==> src/rtl/id_exe_stage_reg.sv <==
// ID/EXE pipeline register for the 5-stage ARM core. It also resolves MEM/WB operand
// forwarding on the registered source indices.
module id_exe_stage_reg #(
  parameter int unsigned WIDTH   = 32,
  parameter int unsigned REG_IDX = 4
) (
  input  logic               clk,
  input  logic               rst,
  input  logic               freeze,
  input  logic               flush,
  input  logic               id_valid,
  input  logic [WIDTH-1:0]   id_pc,
  input  logic [WIDTH-1:0]   id_val_rn,
  input  logic [WIDTH-1:0]   id_val_rm,
  input  logic [REG_IDX-1:0] id_src1,
  input  logic [REG_IDX-1:0] id_src2,
  input  logic [REG_IDX-1:0] id_dest,
  input  logic [3:0]         id_exe_cmd,
  input  logic               id_mem_r_en,
  input  logic               id_mem_w_en,
  input  logic               id_wb_en,
  input  logic               id_b,
  input  logic               id_s,
  input  logic               id_imm,
  input  logic [11:0]        id_shift_operand,
  input  logic [23:0]        id_signed_imm_24,
  input  logic [3:0]         id_status,
  input  logic               fwd_en,
  input  logic               mem_wb_en,
  input  logic [REG_IDX-1:0] mem_dest,
  input  logic [WIDTH-1:0]   mem_alu_res,
  input  logic               wb_wb_en,
  input  logic [REG_IDX-1:0] wb_dest,
  input  logic [WIDTH-1:0]   wb_value,
  output logic               exe_valid,
  output logic [WIDTH-1:0]   exe_pc,
  output logic [REG_IDX-1:0] exe_src1,
  output logic [REG_IDX-1:0] exe_src2,
  output logic [REG_IDX-1:0] exe_dest,
  output logic [3:0]         exe_exe_cmd,
  output logic               exe_mem_r_en,
  output logic               exe_mem_w_en,
  output logic               exe_wb_en,
  output logic               exe_b,
  output logic               exe_s,
  output logic               exe_imm,
  output logic [11:0]        exe_shift_operand,
  output logic [23:0]        exe_signed_imm_24,
  output logic [3:0]         exe_status,
  output logic               exe_mem_command,
  output logic [WIDTH-1:0]   exe_val_rn,
  output logic [WIDTH-1:0]   exe_val_rm,
  output logic [1:0]         exe_sel_src1,
  output logic [1:0]         exe_sel_src2
);

  localparam logic [1:0] SelReg = 2'd0;
  localparam logic [1:0] SelMem = 2'd1;
  localparam logic [1:0] SelWb  = 2'd2;
  localparam logic [REG_IDX-1:0] PcIdx = {REG_IDX{1'b1}};

  logic               valid_q, valid_d;
  logic [WIDTH-1:0]   pc_q, pc_d, val_rn_q, val_rn_d, val_rm_q, val_rm_d;
  logic [REG_IDX-1:0] src1_q, src1_d, src2_q, src2_d, dest_q, dest_d;
  logic [3:0]         exe_cmd_q, exe_cmd_d, status_q, status_d;
  logic               mem_r_en_q, mem_r_en_d, mem_w_en_q, mem_w_en_d;
  logic               wb_en_q, wb_en_d, b_q, b_d, s_q, s_d, imm_q, imm_d;
  logic [11:0]        shift_operand_q, shift_operand_d;
  logic [23:0]        signed_imm_24_q, signed_imm_24_d;

  always_comb begin
    valid_d         = valid_q;
    pc_d            = pc_q;
    val_rn_d        = val_rn_q;
    val_rm_d        = val_rm_q;
    src1_d          = src1_q;
    src2_d          = src2_q;
    dest_d          = dest_q;
    exe_cmd_d       = exe_cmd_q;
    mem_r_en_d      = mem_r_en_q;
    mem_w_en_d      = mem_w_en_q;
    wb_en_d         = wb_en_q;
    b_d             = b_q;
    s_d             = s_q;
    imm_d           = imm_q;
    shift_operand_d = shift_operand_q;
    signed_imm_24_d = signed_imm_24_q;
    status_d        = status_q;
    if (flush) begin
      valid_d         = 1'b0;
      pc_d            = '0;
      val_rn_d        = '0;
      val_rm_d        = '0;
      src1_d          = '0;
      src2_d          = '0;
      dest_d          = '0;
      exe_cmd_d       = '0;
      mem_r_en_d      = 1'b0;
      mem_w_en_d      = 1'b0;
      wb_en_d         = 1'b0;
      b_d             = 1'b0;
      s_d             = 1'b0;
      imm_d           = 1'b0;
      shift_operand_d = '0;
      signed_imm_24_d = '0;
      status_d        = '0;
    end else if (!freeze) begin
      valid_d         = id_valid;
      pc_d            = id_pc;
      val_rn_d        = id_val_rn;
      val_rm_d        = id_val_rm;
      src1_d          = id_src1;
      src2_d          = id_src2;
      dest_d          = id_dest;
      exe_cmd_d       = id_exe_cmd;
      // Side-effecting control is gated so an invalid slot can never write or branch.
      mem_r_en_d      = id_mem_r_en & id_valid;
      mem_w_en_d      = id_mem_w_en & id_valid;
      wb_en_d         = id_wb_en & id_valid;
      b_d             = id_b & id_valid;
      s_d             = id_s & id_valid;
      imm_d           = id_imm;
      shift_operand_d = id_shift_operand;
      signed_imm_24_d = id_signed_imm_24;
      status_d        = id_status;
    end
  end

  always_ff @(posedge clk or posedge rst) begin
    if (rst) begin
      valid_q         <= 1'b0;
      pc_q            <= '0;
      val_rn_q        <= '0;
      val_rm_q        <= '0;
      src1_q          <= '0;
      src2_q          <= '0;
      dest_q          <= '0;
      exe_cmd_q       <= '0;
      mem_r_en_q      <= 1'b0;
      mem_w_en_q      <= 1'b0;
      wb_en_q         <= 1'b0;
      b_q             <= 1'b0;
      s_q             <= 1'b0;
      imm_q           <= 1'b0;
      shift_operand_q <= '0;
      signed_imm_24_q <= '0;
      status_q        <= '0;
    end else begin
      valid_q         <= valid_d;
      pc_q            <= pc_d;
      val_rn_q        <= val_rn_d;
      val_rm_q        <= val_rm_d;
      src1_q          <= src1_d;
      src2_q          <= src2_d;
      dest_q          <= dest_d;
      exe_cmd_q       <= exe_cmd_d;
      mem_r_en_q      <= mem_r_en_d;
      mem_w_en_q      <= mem_w_en_d;
      wb_en_q         <= wb_en_d;
      b_q             <= b_d;
      s_q             <= s_d;
      imm_q           <= imm_d;
      shift_operand_q <= shift_operand_d;
      signed_imm_24_q <= signed_imm_24_d;
      status_q        <= status_d;
    end
  end

  // MEM is checked first: it holds the younger producer of the same register.
  always_comb begin
    exe_sel_src1 = SelReg;
    exe_val_rn   = val_rn_q;
    if (fwd_en && valid_q && (src1_q != PcIdx)) begin
      if (mem_wb_en && (mem_dest == src1_q)) begin
        exe_sel_src1 = SelMem;
        exe_val_rn   = mem_alu_res;
      end else if (wb_wb_en && (wb_dest == src1_q)) begin
        exe_sel_src1 = SelWb;
        exe_val_rn   = wb_value;
      end
    end
  end

  always_comb begin
    exe_sel_src2 = SelReg;
    exe_val_rm   = val_rm_q;
    if (fwd_en && valid_q && (src2_q != PcIdx)) begin
      if (mem_wb_en && (mem_dest == src2_q)) begin
        exe_sel_src2 = SelMem;
        exe_val_rm   = mem_alu_res;
      end else if (wb_wb_en && (wb_dest == src2_q)) begin
        exe_sel_src2 = SelWb;
        exe_val_rm   = wb_value;
      end
    end
  end

  assign exe_valid         = valid_q;
  assign exe_pc            = pc_q;
  assign exe_src1          = src1_q;
  assign exe_src2          = src2_q;
  assign exe_dest          = dest_q;
  assign exe_exe_cmd       = exe_cmd_q;
  assign exe_mem_r_en      = mem_r_en_q;
  assign exe_mem_w_en      = mem_w_en_q;
  assign exe_wb_en         = wb_en_q;
  assign exe_b             = b_q;
  assign exe_s             = s_q;
  assign exe_imm           = imm_q;
  assign exe_shift_operand = shift_operand_q;
  assign exe_signed_imm_24 = signed_imm_24_q;
  assign exe_status        = status_q;
  assign exe_mem_command   = mem_r_en_q | mem_w_en_q;

endmodule

==> config.mk <==
export PLATFORM = sky130hd
export DESIGN_NAME = id_exe_stage_reg
export DESIGN_NICKNAME = d
export VERILOG_FILES = /design/src/rtl/id_exe_stage_reg.sv
export SDC_FILE = /design/constraint.sdc
export NUM_CORES = 1
export LEC_CHECK = 0
export BUFFER_PORTS_ARGS = -buffer_cell sky130_fd_sc_hd__buf_4
export CORE_AREA = 8 8 148 150
export CTS_CLUSTER_SIZE = 10
export DETAILED_ROUTE_END_ITERATION = 16
export DIE_AREA = 0 0 156 158
export GPL_TIMING_DRIVEN = 1
export PLACE_DENSITY = 0.73
export SYNTH_ARGS = -nofsm -noshare
export SYNTH_HDL_FRONTEND = slang
export SYNTH_SLANG_ARGS = --single-unit
==> constraint.sdc <==
create_clock -name clk -period 11.7 [get_ports clk]
set_input_delay 2.925 -clock clk [delete_from_list [all_inputs] [get_ports clk]]
set_output_delay 2.925 -clock clk [all_outputs]
set_load 0.02 [all_outputs]
# After elaboration in Yosys (flattened, before gate mapping)
# Index checks and enable logic that the tools add are counted.
# word_totals
ff_bits,159
inputBits,238
# op_classes
eq_ne,7
mux,46
n_bitwise,6
n_reduce_logical,7
# ops
operator,n
32-bit two-way mux,12
24-bit two-way mux,2
4-bit two-way mux,10
12-bit two-way mux,2
4-bit == test,4
1-bit two-way mux,14
2-bit two-way mux,6
"4-bit inequality test, second input constant",2
1-bit logical AND,7
1-bit AND,5
"2-bit by 1-bit inequality test with 1-bit output, second input constant",1
1-bit bitwise OR,1

# Depth between registers and ports, before layout
# Gate-level depths: netlist of the first run.
# depth
depth_word,5
ltp_mapped,7
depth_no_buf,5

# Least setup slack after synthesis of the first run
# OpenSTA, ideal clock, no wires.
# synth_path
path_kind,input-to-output
from,input mem_dest[2]
to,output exe_val_rm[22]
t_arrival_ns,4.343
required_ns,8.775
path_slack_ns,4.432
cell_stages,7
n_path_buf,2
path_cell_list,xor2_1 nor3_1 and4_1 clkbuf_1 clkbuf_1 nand2b_1 o221a_2
# synth_between
elab_chain_cells,4
# synth_rtl
element,line,source
from (decl),30,"input logic [REG_IDX-1:0] mem_dest,"
4-bit == test,188,if (mem_wb_en && (mem_dest == src2_q)) begin
1-bit logical AND,188,
32-bit two-way mux,188,
32-bit two-way mux,187,if (fwd_en && valid_q && (src2_q != PcIdx)) begin
to (decl),52,"output logic [WIDTH-1:0] exe_val_rm,"
# No other way between the ends.

# Worst setup path after layout of the first run
# layout_path
from,input mem_dest[2]
to,output exe_val_rn[16]
# layout_between
elab_chain_cells,4
# layout_rtl
element,line,source
4-bit == test,174,if (mem_wb_en && (mem_dest == src1_q)) begin
1-bit logical AND,174,
32-bit two-way mux,174,
32-bit two-way mux,173,if (fwd_en && valid_q && (src1_q != PcIdx)) begin
to (decl),51,"output logic [WIDTH-1:0] exe_val_rn,"
# No other way between the ends.

==> results of run 1 <==
==> power groups by stage <==
stage / Sequential [W] / Clock [W] / Combinational [W]
after floorplan: 0.000629 / 0 / 0.000128
after global placement: 0.000611 / 0 / 0.000292
after detailed placement: 0.000612 / 0 / 0.000296
after CTS: 0.000602 / 0.000552 / 0.000296
after global routing: 0.000605 / 0.000576 / 0.000316
final: 0.000602 / 0.000538 / 0.000293
==> stage by stage <==
stage / hold WS [ns] / setup WS (ns)
floorplan: 0.490 / 4.43
global placement: 0.504 / 3.28
detailed placement: 0.515 / 3.31
CTS: 0.530 / 3.29
global route: 0.552 / 2.99
finish: 0.525 / 3.26
==> kinds of logic (layout without fill, tap and decap cells) <==
kind of cell | after synthesis | after routing
multiplexers | 153 | 153
buffers and inverters | 73 | 450
AND/OR/NAND/NOR | 244 | 244
XOR/XNOR | 13 | 13
flip-flops | 159 | 159
AO/OA/AOI/OAI | 108 | 108
==> synth_stat cells, types with 2 or more instances <==
cell,n,area [µm²]
a21oi_1,2,10.0
a22oi_1,4,30.0
a41oi_1,33,289
and2_1,2,12.5
and3_1,33,206
buf_1,16,60.1
buf_2,6,30.0
clkbuf_1,46,173
dfrtp_1,159,3980
inv_1,3,11.3
mux2i_1,153,1530
nand2_1,3,11.3
nand2b_1,33,206
nand4_1,2,12.5
nor2_1,161,604
nor2b_1,2,12.5
nor3_1,4,20.0
o221a_2,32,360
o2bb2ai_1,32,280
xnor2_1,3,26.3
xor2_1,10,87.6
==> critical path, cell delays in order <==
cell and delay, ns:
buf_4 0.12, xnor2_1 0.11, and2_1 0.87, nand2_1 0.57
buf_4 0.39, a41oi_1 0.22, o2bb2ai_1 0.10, buf_4 0.17
==> cell usage in the layout, fill, tap and decap left out, types with 3 or more instances in the layout <==
cell type / count
buf_4: 412
nor2_1: 161
dfrtp_1: 159
mux2i_1: 153
a41oi_1: 33
nand2b_1: 33
and3_1: 33
o221a_2: 32
o2bb2ai_1: 32
clkbuf_16: 17
xor2_1: 10
inv_6: 5
a22oi_1: 4
inv_8: 4
nand2_1: 3
xnor2_1: 3
==> flip-flops by register name (all words and copies together), names as in the netlist, 12 cells and up <==
register	cells
exe_shift_operand	12
val_rm_q	32
val_rn_q	32
exe_signed_imm_24	24
exe_pc	32
==> routing by layer <==
| metal | vias up | global-route usage (%) | routed length [µm] | part of all wire [%] |
|---|---|---|---|---|
| met5 | - | 0 | 0 | 0 |
| met4 | 0 | 11.0 | 1000 | 3.4 |
| met3 | 57 | 9.28 | 3150 | 11 |
| met2 | 376 | 38.2 | 14000 | 48 |
| met1 | 3527 | 26.5 | 11300 | 38 |
| li1 | 3428 | - | - | - |
==> worst max-delay path by stage <==
stage,start,to,slack [ns]
after floorplan,mem_dest[2],exe_val_rm[22],4.43
after global placement,wb_dest[0],exe_val_rn[23],3.28
after detailed placement,wb_dest[0],exe_val_rn[30],3.31
after CTS,wb_dest[0],exe_val_rn[30],3.29
after global routing,mem_dest[2],exe_val_rn[11],2.99
final,mem_dest[2],exe_val_rn[16],3.26
==> layout make-up <==
type | instances | share of cell area [%]
clock buffer | 17 | 3.60
inverter | 5 | 0.201
tap | 270 | 2.86
timing repair buffer | 413 | 26.3
sequential | 159 | 33.7
multi-input combinational | 518 | 32.0
clock inverter | 15 | 1.27
==> impl_metrics.csv, run 1 <==
group,metric,value,unit
cts,tritoncts,"built",
routing,wire_per_inst,21.1,µm
place,place_inst,1365,
logic_synthesis,synthXorXnorAreaFrac,1.42,%
logic_synthesis,synth_compound_area_share,12.5,%
pwr,p_comb_share,20.5,%
critical_path,worstReg2RegStart,"exe_src2[3]$_DFFE_PP0P_",
logic_synthesis,synth-simple-area-share,13.9,%
floorplan,core,19700,µm²
pwr,leakage,6.19,nW
routing,via_count,7388,
cells_and_area,fin_area,11800,µm²
pwr,design_power_total,0.00143,W
logic_synthesis,avgSynthCellArea,10.7,µm²
floorplan,ios,402,
logic_synthesis,synthAdderAreaFrac,0,%
pwr,p_int,0.00101,W
cts,cts_root_buffer,"clkbuf_16",
logic_synthesis,yosys_warnings,0,
cells_and_area,utilization,59.9,%
pwr,peakVddDrop,94.1,µV
grt,grt_max_degree,93,
routing,drt_pre_antenna_iters,5,
critical_path,cp-start-kind,"primary input",
critical_path,required,8.78,ns
logic_synthesis,synth_edf_count,0,
place,io_buffers,401,
min_path,whs_endpoint,"exe_signed_imm_24[3]$_DFFE_PP0P_",
critical_path,reg2reg_depth,2,
pwr,switching_power,0.000425,W
cts,clock_latency,0.41,ns
sta,period_share,72.2,%
min_path,hold_path_depth,2,
logic_synthesis,async_reset_ff_share,100,%
critical_path,critPathKind,"in2out",
min_path,hold_start,"exe_signed_imm_24[3]$_DFFE_PP0P_",
grt,overflow,0,
sta,worstMarginPinSlew,1.12,ns
critical_path,cp_data_arrival_time,5.52,ns
routing,drt.antenna.violating_nets,0,
min_path,hp-class,"reg2reg",
logic_synthesis,synthMuxAreaShare,19.1,%
critical_path,r2r_slack,10.82,ns
floorplan,die-width,156,µm
critical_path,endpoint_kind,"output pin",
critical_path,rr_endpoint,"exe_src2[3]$_DFFE_PP0P_",
sta,clock_skew,0,ns
logic_synthesis,synth_top_family_by_area,"multiplexers",
cts,cts_setup_buffers,0,
grt,grt.total_usage,23.4,%
pwr,swShare,29.7,%
status,status,"finished, final reports clean",
grt,grt_pass1_vias,7770,
logic_synthesis,yosysSeqAreaShare,49.6,%
cells_and_area,area.sequential,3980,µm²
cells_and_area,fin_cells,1397,
sta,fin_setup_tns,0,ns
grt,antenna_found_initial,0,
routing,vias_per_cell,5.29,
floorplan,num_rows,52,
place,place_area,11200,µm²
sta,max_freq,118,MHz
floorplan,die_h,158,µm
logic_synthesis,synth_cell_type_count,32,
cts,clk_path_buf_depth,2,
cts,clock_sinks,159,
place,hpwl,22100,µm
job,max_cap_violations,0,
cts,clkSlewWorstSetupHoldPaths,0.07,ns
sta,rsz0062_at_grt,"no",
pwr,power_frac_seq,42.0,%
sta,setup_viol,0,
sta,timing_hold_violations_final,0,
cts,htreeDepth,4,
sta,relSlewSlack,25.6,%
cells_and_area,drive_above_1_share,42.9,%
pwr,clockPowerShare,37.5,%
pwr,power_density,121,nW/µm²
logic_synthesis,netlist_instances,750,
cells_and_area,antennaDiodeCount,0,
routing,drtIter0Drc,451,
routing,drc,0,
cells_and_area,fin_nets,1352,
cts,cts_resized,0,
cells_and_area,multi_input_area,3780,µm²
cells_and_area,area_growth,47.1,%
logic_synthesis,synth_fp_nets,988,
cts,cts_inserted_buffers,17,
logic_synthesis,ys.flop_type,"dfrtp_1",
place,globalplace.congestion,0.933,
grt,grt_pass1_wl,44600,µm
logic_synthesis,syn_area,8030,µm²
sta,fin_crit,8.44,ns
logic_synthesis,synth-seq-cells,159,
floorplan,start_util,40.7,%
floorplan,dieArea,24600,µm²
routing,wirelength,29500,µm
sta,final_max_slew_viol_count,0,
cts,cts_hold_buf,0,
cells_and_area,fill_cells,1768,
critical_path,worstPathMaxFanout,34,
Note: power is estimated with default switching activity, not from simulation.
==> run 2, diff against run 1 <==
--- a/config.mk
+++ b/config.mk
@@ -6,10 +6,10 @@
 export NUM_CORES = 1
 export LEC_CHECK = 0
 export BUFFER_PORTS_ARGS = -buffer_cell sky130_fd_sc_hd__buf_4
-export CORE_AREA = 8 8 148 150
+export CORE_AREA = 8 8 152 154
 export CTS_CLUSTER_SIZE = 10
 export DETAILED_ROUTE_END_ITERATION = 16
-export DIE_AREA = 0 0 156 158
+export DIE_AREA = 0 0 160 162
 export GPL_TIMING_DRIVEN = 1
 export PLACE_DENSITY = 0.73
 export SYNTH_ARGS = -nofsm -noshare
==> constraint.sdc (replaced) <==
create_clock -name clk -period 6.9 [get_ports clk]
set_input_delay 1.725 -clock clk [delete_from_list [all_inputs] [get_ports clk]]
set_output_delay 1.725 -clock clk [all_outputs]
set_load 0.02 [all_outputs]
==> impl_metrics.csv, run 2 (same netlist as run 1, synthesis figures left out) <==
group,metric,value,unit
sta,timing_hold_violations_final,0,
cts,clock_sinks,159,
status,status,"finished, final reports clean",
grt,antenna_found_initial,1,
floorplan,die-width,160,µm
sta,worstMarginPinSlew,1.19,ns
sta,fin_crit,5.56,ns
routing,wire_per_inst,21.5,µm
cells_and_area,drive_above_1_share,43.0,%
pwr,swShare,28.5,%
critical_path,worst_path_most_repeated_cell,"buf_4",
cts,clk_path_buf_depth,2,
routing,via_count,7448,
cells_and_area,fin_cells,1404,
floorplan,core,20700,µm²
cells_and_area,fill_cells,1832,
cells_and_area,area.sequential,3980,µm²
pwr,power_density,211,nW/µm²
floorplan,ios,402,
routing,drt.antenna.violating_nets,0,
critical_path,cp_slowest_cell,"nor4b_1",
cts,clkSlewWorstSetupHoldPaths,0.06,ns
place,place_inst,1371,
cts,cts_setup_buffers,0,
floorplan,die_h,162,µm
critical_path,required,5.18,ns
grt,grt_pass1_wl,47000,µm
sta,max_freq,180,MHz
place,place_area,11300,µm²
critical_path,cp_cell_sequence,"buf_4, a222oi_1, buf_4, nor4b_1, o21ai_2, buf_4, o2bb2ai_1, buf_4",
job,max_cap_violations,0,
cts,tritoncts,"built",
cts,htreeDepth,4,
routing,drt_pre_antenna_iters,5,
sta,rsz0062_at_grt,"no",
pwr,peakVddDrop,154,µV
critical_path,endpoint_kind,"output pin",
cells_and_area,multi_input_area,3780,µm²
grt,grt_pass1_vias,8159,
cts,cts_resized,0,
pwr,p_comb_share,20.1,%
place,globalplace.congestion,0.935,
sta,setup_viol,0,
grt,grt.total_usage,22.8,%
floorplan,start_util,38.8,%
place,io_buffers,401,
critical_path,worstPathMaxFanout,33,
routing,vias_per_cell,5.30,
pwr,p_int,0.00179,W
sta,final_max_slew_viol_count,0,
cts,cts_inserted_buffers,17,
sta,hold_slack,0.525,ns
pwr,power_frac_seq,40.8,%
cells_and_area,final_common_cell,"buf_4",
routing,drc,0,
cells_and_area,area_growth,47.8,%
routing,drtIter0Drc,460,
floorplan,num_rows,53,
place,hpwl,22400,µm
cells_and_area,fin_nets,1353,
grt,grt_max_degree,115,
sta,relSlewSlack,20.4,%
cells_and_area,fin_area,11900,µm²
pwr,leakage,6.22,nW
floorplan,dieArea,25900,µm²
sta,clock_skew,0,ns
critical_path,cp_data_arrival_time,3.84,ns
cts,clock_latency,0.41,ns
critical_path,critPathKind,"in2out",
cells_and_area,mostFrequentLayoutCells,"buf_4, nor2_1, dfrtp_1",
critical_path,cp-start-kind,"primary input",
pwr,clockPowerShare,39.1,%
sta,fin_setup_tns,0,ns
sta,period_share,80.6,%
min_path,hp-class,"reg2reg",
pwr,switching_power,0.000712,W
routing,wirelength,30100,µm
cts,cts_root_buffer,"clkbuf_16",
grt,overflow,0,
critical_path,cpPeakStageDelay,0.48,ns
pwr,design_power_total,0.00250,W
cts,cts_hold_buf,0,
[run 2: changes by cell type in the layout (fill, tap and decap cells not counted)]
cell,delta
bufinv_16,+2
clkinv_8,-2
buf_12,+1
clkbuf_8,+1
clkinv_4,-1
diode_2,+1
[run 2: metal layers]
metal / track usage [%] / vias up / share of wire [%] / routed length [µm]
met5: 0 / - / 0 / 0
met4: 9.81 / 0 / 3.5 / 1060
met3: 9.90 / 68 / 11 / 3440
met2: 37.3 / 393 / 47 / 14200
met1: 25.7 / 3553 / 38 / 11400
li1: - / 3434 / - / -
[run 2: power by group through the flow]
stage | Combinational, W | Sequential, W | Clock, W
finish | 0.000501 | 0.00102 | 0.000977
floorplan | 0.000217 | 0.00107 | 0
CTS | 0.000506 | 0.00102 | 0.00100
global route | 0.000541 | 0.00103 | 0.00104
detailed placement | 0.000506 | 0.00104 | 0
global placement | 0.000499 | 0.00104 | 0
[run 2: through the flow]
step | utilization (%) | setup slack, ns
3_5_place_dp | 54.4 | 1.41
4_1_cts | 57.3 | 1.38
3_3_place_gp | 54.4 | 1.43
5_1_grt | 57.3 | 1.17
6_report | 57.3 | 1.34
2_1_floorplan | - | 0.883
[run 2: critical path, delay by kind of cell]
kind | cells | cell delay [ns]
AOI/OAI and AO/OA | 3 | 0.60
and+or+nand+nor | 1 | 0.48
buffers and inverters | 4 | 1.00
[run 2: cell type report]
cell class / count / area share [%]
Antenna cell: 1 / 0.0211
Clock buffer: 18 / 3.70
Clock inverter: 14 / 1.42
Inverter: 5 / 0.200
Multi-Input combinational cell: 518 / 31.9
Sequential cell: 159 / 33.5
Tap cell: 275 / 2.90
Timing Repair Buffer: 414 / 26.4
[run 2: final timing paths]
| path | start | end | slack [ns] | depth (start not counted) |
|---|---|---|---|---|
| setup / recovery | wb_dest[0] | exe_val_rn[29] | 1.34 | 8 |
| hold / removal | exe_signed_imm_24[17]$_DFFE_PP0P_ | exe_signed_imm_24[17]$_DFFE_PP0P_ | 0.53 | 2 |
| setup reg to reg | exe_src1[2]$_DFFE_PP0P_ | exe_src1[2]$_DFFE_PP0P_ | 6.05 | 2 |
| hold reg to reg | exe_signed_imm_24[17]$_DFFE_PP0P_ | exe_signed_imm_24[17]$_DFFE_PP0P_ | 0.53 | 2 |
| max in group asynchronous | rst | val_rm_q[5]$_DFFE_PP0P_ | 4.40 | 3 |
| min in group asynchronous | rst | exe_pc[1]$_DFFE_PP0P_ | 1.33 | 2 |
